==> src/rtl/ccs_rdy_responder.sv <==
// ccs_rdy_responder: ccs vld/rdy sink with a show-ahead FIFO, optional back-pressure and transfer counter.
// Optional stall FSM and wait_cycles port are enabled by CCS_RDY_RESPONDER_STALL_EN.
module ccs_rdy_responder #(
  parameter int WIDTH = 32,
  parameter int DEPTH = 4
) (
  input  logic             clk,
  input  logic             rst,
  input  logic             vld,
  input  logic [WIDTH-1:0] dat,
  output logic             rdy,
`ifdef CCS_RDY_RESPONDER_STALL_EN
  input  logic [7:0]       wait_cycles,
`endif
  output logic             out_vld,
  output logic [WIDTH-1:0] out_dat,
  input  logic             out_rdy,
  output logic [31:0]      xfer_count,
  output logic             full
);
  localparam int AW = $clog2(DEPTH);
  localparam logic [AW:0] FULL_OCC = (AW+1)'(DEPTH);
  logic [WIDTH-1:0] mem_q [DEPTH];
  logic [AW-1:0] wr_ptr_q, wr_ptr_d, rd_ptr_q, rd_ptr_d;
  logic [AW:0] occ_q, occ_d;
  logic [31:0] xfer_count_q, xfer_count_d;
  logic rdy_q, rdy_d;
  logic push, pop;
`ifdef CCS_RDY_RESPONDER_STALL_EN
  typedef enum logic {ACCEPT, STALL} state_e;
  state_e state_q, state_d;
  logic [7:0] stall_cnt_q, stall_cnt_d;
`endif
  always_comb begin
    push = vld && rdy_q;
    pop = out_vld && out_rdy;
    wr_ptr_d = push ? wr_ptr_q + AW'(1) : wr_ptr_q;
    rd_ptr_d = pop ? rd_ptr_q + AW'(1) : rd_ptr_q;
    occ_d = occ_q + (AW+1)'(push) - (AW+1)'(pop);
    xfer_count_d = xfer_count_q + 32'(push);
`ifdef CCS_RDY_RESPONDER_STALL_EN
    state_d = state_q == STALL ? (stall_cnt_q == 8'd1 ? ACCEPT : STALL)
                               : (push && wait_cycles != 8'd0 ? STALL : ACCEPT);
    stall_cnt_d = state_q == STALL ? stall_cnt_q - 8'd1 : (push ? wait_cycles : stall_cnt_q);
    rdy_d = state_d == ACCEPT && occ_d != FULL_OCC;
`else
    rdy_d = occ_d != FULL_OCC;
`endif
  end
  // rdy is precomputed from next state so it stays registered yet tracks full exactly
  always_ff @(posedge clk or negedge rst) begin
    if (!rst) begin
      wr_ptr_q <= '0;
      rd_ptr_q <= '0;
      occ_q <= '0;
      xfer_count_q <= '0;
      rdy_q <= 1'b0;
      for (int i = 0; i < DEPTH; i++) mem_q[i] <= '0;
`ifdef CCS_RDY_RESPONDER_STALL_EN
      state_q <= ACCEPT;
      stall_cnt_q <= '0;
`endif
    end else begin
      wr_ptr_q <= wr_ptr_d;
      rd_ptr_q <= rd_ptr_d;
      occ_q <= occ_d;
      xfer_count_q <= xfer_count_d;
      rdy_q <= rdy_d;
      if (push) mem_q[wr_ptr_q] <= dat;
`ifdef CCS_RDY_RESPONDER_STALL_EN
      state_q <= state_d;
      stall_cnt_q <= stall_cnt_d;
`endif
    end
  end
  assign rdy = rdy_q;
  assign out_vld = occ_q != '0;
  assign full = occ_q == FULL_OCC;
  assign out_dat = mem_q[rd_ptr_q];
  assign xfer_count = xfer_count_q;
endmodule
==> config.mk <==
export PLATFORM = sky130hd
export DESIGN_NAME = ccs_rdy_responder
export DESIGN_NICKNAME = d
export VERILOG_FILES = /design/src/rtl/ccs_rdy_responder.sv
export SDC_FILE = /design/constraint.sdc
export NUM_CORES = 1
export LEC_CHECK = 0
export CORE_UTILIZATION = 48
export CTS_CLUSTER_SIZE = 10
export DETAILED_ROUTE_END_ITERATION = 7
export PLACE_DENSITY = 0.76
export SLEW_MARGIN = 5
export SYNTH_ARGS = -nofsm -noshare
export SYNTH_HDL_FRONTEND = slang
export SYNTH_SLANG_ARGS = --single-unit
==> constraint.sdc <==
create_clock -name clk -period 5.45 [get_ports clk]
set_input_delay 1.3625 -clock clk [delete_from_list [all_inputs] [get_ports clk]]
set_output_delay 1.3625 -clock clk [all_outputs]
set_load 0.01 [all_outputs]
==> summary.md <==
| Metric | Value |
|---|---|
| Status | finished clean |
| Unrepaired setup endpoints after global routing | no |
| Number of global-route vias before repair | 4679 |
| Most used DFF post-synth | dfrtp_1 |
| Hold Crit Depth | 1 |
| Post-Syn Nets | 513 |
| Remaining DRCs | 0 |
| Simple-gate portion of the synthesized area | 0.0511 |
| Clock sink total | 168 |
| Pre-antenna DRT Iters | 4 |
| PostCTS Resize Cnt | 0 |
| H-tree levels | 4 |
| Area of the multi-input gates | 2980 um^2 |
| Number of synthesized flops with an enable pin | 0 |
| Post-Synth Adder-Cell Area | 0.0163 |
| Dpl cell area | 8490 um^2 |
| Hpwl dp | 9.21 mm |
| WL per Instance | 19.0 um |
| Synth warn | 0 |
| Routed WL | 14.6 mm |
| Post-Syn Area | 7350 um^2 |
| Slowest stage cell on the critical path | dfrtp_2 |
| Syn-to-layout area delta | 24.1% |
| Period utilisation layout | 0.759 |
| Vias | 4215 |
| Clock Root Buffer | clkbuf_16 |
| Worst vdd ir | 327 uV |
| Clock skew | 6.13 ps |
| LEAKAGE | 0.00386 uW |
| Starting Density | 0.498 |
| IO buf count | 102 |
| Largest net degree at the start of global routing | 87 |
| Design Area, Final | 9120 um^2 |
| Syn avg cell area | 15.7 um^2 |
| Hold path endpoint | xfer_count[31] |
| Sequential fraction of the synthesis area | 0.572 |
| Reg2Reg Depth | 8 |
| CP max stage delay | 940 ps |
| Power Density | 608 nW/um^2 |
| Achievable Freq | 242 MHz |
| Nets | 614 |
| Layout cells sized above 1 | 0.356 |
| CP required | 4090 ps |
| Final Max Tran Viols | 0 |
| CTS Hold Bufs | 0 |
| Min Tclk post-route | 4130 ps |
| First-pass GRT wire length | 24.4 mm |
| Worst-path clk slew | 60 ps |
| CTS tree | built |
| Unique cell type count in the Yosys netlist | 28 |
| Post-synthesis mux area share | 0.294 |
| Worst-Skew Late Latency | 420 ps |
| Worst hold path type | register to register |
| Syn Inst Count | 468 |
| Num ports | 103 |
| Die area | 15800 um^2 |
| Count leader, synth | dfrtp_1 |
| Diode count | 0 |
| Filler cells | 1127 |
| Worst-Margin Slew | 957 ps |
| Gpl congestion | 0.746 |
| Crit Path Class | register to primary output |
| Postcts setup bufs | 0 |
| Max_slew headroom | 0.359 |
| Synth Area in Compound Gates | 0.000681 |
| Hold Startpoint | xfer_count[31] |
| GRT Total Usage | 0.202 |
| Synth Area in XOR/XNOR | 0.0417 |
| TNS Setup | 0 ps |
| Core area | 14800 um^2 |
| Yosys reg bits | 168 |
| Die height | 126 um |
| CTS Buf Count | 17 |
| FF-to-FF End | xfer_count[10] |
| Site row count | 44 |
| 1st-iter DRT viols | 169 |
| Yosys top cell by area | dfrtp_1 |
| Maxcap violations | 0 |
| Largest family of logic cells by synthesized area | multiplexers |
| Synth area leaders | dfrtp_1 (57%), mux2_2 (20%), mux4_2 (9.8%) |
| R2R setup slack | 3030 ps |
| Die Width | 126 um |
| Crit path launch type | register |
| Remaining antenna violation count | 0 |
| Grt ovf | 0 |
| Setup-failing EPs final | 0 |
| Clock Path Buffers | 2 |
| Post-synthesis async set-or-reset flop share | 1.00 |
| Via/cell ratio | 5.50 |
| Yosys top cell area share | 0.572 |
| Worst path arrival time | 2770 ps |
| Reg2Reg Launch Point | rdy |
| CP Cell Sequence | buf_4 -> mux4_2 -> clkdlybuf4s50_1 |
| Top post-synthesis cells by count | dfrtp_1 (168), mux2_2 (128), mux4_2 (32) |
| Antenna violations before repair | 0 |
| FF/Latch Area | 4210 um^2 |
| CP Capture Type | primary output |
| Final hold violation count | 0 |
| Largest fanout on the critical path | 25 |
[metrics by stage]
stage,power [uW],utilization,worst slack (ps),std cells,hold WS [ps]
CTS,5610,0.618,1220,766,475
finish,5540,0.618,1320,766,468
floorplan,3430,-,2600,468,474
global placement,4230,0.575,1600,734,459
detailed placement,4330,0.575,1560,734,464
global route,5870,0.618,1090,766,502
[critical path, delay by kind of cell (launching register included)]
family	cells	cell delay [ps]
buffers and inverters	2	860
DFF	1	940
muxes	1	540
[final cells by class]
cell class,instances,area share
flip-flops and latches,168,0.461
well taps,184,0.0253
inverters,7,0.00288
clock buffers,19,0.0497
repair buffers,105,0.115
multi-input cells,270,0.327
clock inverters,13,0.0194
[layout by cell type (no fill, tap or decap), types with 5 or more instances in the layout]
cell and n:
xor2_1 6, clkdlybuf4s50_1 101, clkinv_2 5, dfrtp_1 166, nand2_1 16, mux4_2 32
clkbuf_16 17, inv_1 6, and3_1 5, mux2_2 128, nand4_1 10, xnor2_1 29
ha_1 8, nor2_1 6, nand3_1 12
[cells by family after synthesis]
group,count (synthesis)
DFF,168
and+or+nand+nor,65
buffers and inverters,30
muxes,160
adders and majority gates,9
AOI/OAI and AO/OA,1
xor gates and xnor gates,35
[sequential cells by signal, indices dropped and copies added (netlist names)]
name	flops
rd_ptr_q	2
occ_q	3
mem_q	128
rdy	1
wr_ptr_q	2
xfer_count	32
[power breakdown]
part	switching [uW]	internal, uW	leakage [uW]
registers	387	1790	0.00204
clock network	480	787	0.000305
logic	714	1380	0.00151
total	1580	3960	0.00386
[worst max path at each step]
stage	endpoint	from	slack, ps	cells after the start
6_report	out_dat[1]	rd_ptr_q[0]	1320	3
5_1_grt	out_dat[12]	rd_ptr_q[0]	1090	3
4_1_cts	out_dat[1]	rd_ptr_q[0]	1220	3
3_5_place_dp	xfer_count[10]	vld	1560	9
3_3_place_gp	xfer_count[10]	vld	1600	9
2_1_floorplan	rdy	out_rdy	2600	8
[routing by layer]
layer  up-vias  GRT usage  share of wire
li1       1896          -              -
met1      2218      0.258           0.43
met2        84      0.333           0.51
met3        17     0.0607          0.041
met4         0     0.0603          0.015
met5         -          0              0
Power figures use the tool's default switching activity.
==> RTL change (config.mk and constraints unchanged) <==
The parameter `DEPTH` goes from 4 to 8.
--- a/src/rtl/ccs_rdy_responder.sv
+++ b/src/rtl/ccs_rdy_responder.sv
@@ -2,7 +2,7 @@
 // Optional stall FSM and wait_cycles port are enabled by CCS_RDY_RESPONDER_STALL_EN.
 module ccs_rdy_responder #(
   parameter int WIDTH = 32,
-  parameter int DEPTH = 4
+  parameter int DEPTH = 8
 ) (
   input  logic             clk,
   input  logic             rst,
Formal check against the unedited RTL: not equivalent (a bounded check fails within 10 cycles, from zero or initial values and one cycle with rst low).
==> RTL change against the original RTL <==
The run now ends with DRC left. Count of clock-buffer cells in the layout grew 29. Final area up 75%. Fmax down 2.8%. Setup slack got worse by 0.12 ns. Wire length is 88% higher. Area after synthesis increased by 84%. Total power rose by 81%. Sequential cell count rose by 131. Largest cell class unchanged. Largest power group is now combinational cells.
==> RTL change: results <==
outcome:
  status: "finished, violations left"
  violations: "DRC"
drt:
  first_pass_iters: 6
  drtIter0Drc: 333
  wl_per_cell_um: 20.57
  via_per_inst: 5.615
  drcViolationCount: 2
worst_hold_path:
  whs_path_depth: 1
  hold_start: "mem_q[187]$_DFFE_PN0P_"
global_routing:
  grt_pass1_wl_mm: 44.71
  grt_pass1_vias: 7976
  grt_use_total: 0.2003
  grt_max_degree: 114
critical_path:
  reg2reg_from: "occ_q[1]$_DFF_PN0_"
  crit_start: "rd_ptr_q[1]$_DFFE_PN0P_"
  r2r_cells: 11
  cp_max_fo: 36
power:
  p_comb_mw: 4.03
  p_leak_nw: 6.704
  power_mw: 10.01
  power_clock_mw: 2.05
  switching_share: 0.2892
yosys:
  netlist_top_cells_count: "dfrtp_1, mux2_2, mux4_2"
  synth_fa_ha_area_frac: 0.01071
  synth-xor-area-share: 0.02327
  synth_seq_area_share: 0.5522
  ys_types: 35
  synth_cells: 834
  netlist_top_cells_area: "dfrtp_1, mux2_2, mux4_2, mux2_4, xnor2_1"
  synth_compound_area_frac: 0.0009234
  syn_nets: 881
finish:
  drive_gt1_frac: 0.4337
  largest_reg_flops: 256
  fin_nets: 987
  fin_cells: 1328
  fillers: 2189
clocking:
  cts_buffer_depth: 3
  htree_num_levels: 2
  clock_latency_ns: 0.50
  cts_buffers: 36
sta:
  max_slew_margin: 0.2648
place:
  gp_congestion: 0.7172
RTL change: cell count changes in the layout (fill, tap and decap cells not counted), sizes merged, moves of 5 or more:
cell / before / now
dfrtp: 168 / 299
buf: 4 / 15
clkbuf: 19 / 48
nand2: 20 / 15
clkinv: 7 / 0
mux2: 128 / 290
mux4: 32 / 64
RTL change: per-stage QoR:
stage | instance area [µm²] | worst slack (ns)
after floorplan | 13550 | 2.131
after global placement | 14980 | 1.496
after detailed placement | 14980 | 1.459
after CTS | 15950 | 1.188
after global routing | 15950 | 1.089
final | 15950 | 1.196
RTL change: metal layers:
layer | GRT usage | vias to the layer above | part of all wire
met5 | 0 | - | 0
met3 | 0.03116 | 44 | 0.034
li1 | - | 3277 | -
met1 | 0.2819 | 4009 | 0.46
met2 | 0.3263 | 127 | 0.48
met4 | 0.05092 | 0 | 0.019
RTL change: worst paths after layout:
| kind | end | slack, ns |
|---|---|---|
| max reg2reg | rdy$_DFF_PN0_ | 2.73 |
| min reg2reg | mem_q[187]$_DFFE_PN0P_ | 0.48 |
| max in group asynchronous | mem_q[22]$_DFFE_PN0P_ | 3.43 |
| min in group asynchronous | xfer_count[13]$_DFF_PN0_ | 0.91 |
| max | out_dat[18] | 1.20 |
| min | mem_q[187]$_DFFE_PN0P_ | 0.48 |
RTL change: layout make-up:
| type | instances | area share |
|---|---|---|
| Tap cell | 378 | 0.02964 |
| Multi-Input combinational cell | 477 | 0.3633 |
| Timing Repair Buffer | 116 | 0.07403 |
| Sequential cell | 299 | 0.4694 |
| Clock buffer | 48 | 0.06125 |
| Inverter | 10 | 0.002353 |
RTL change: worst max-delay path, stage by stage, from the launching register on:
cell	delay, ns
dfrtp_2	0.90
buf_12	0.33
mux4_2	0.33
mux2_2	0.30
clkdlybuf4s50_1	0.49
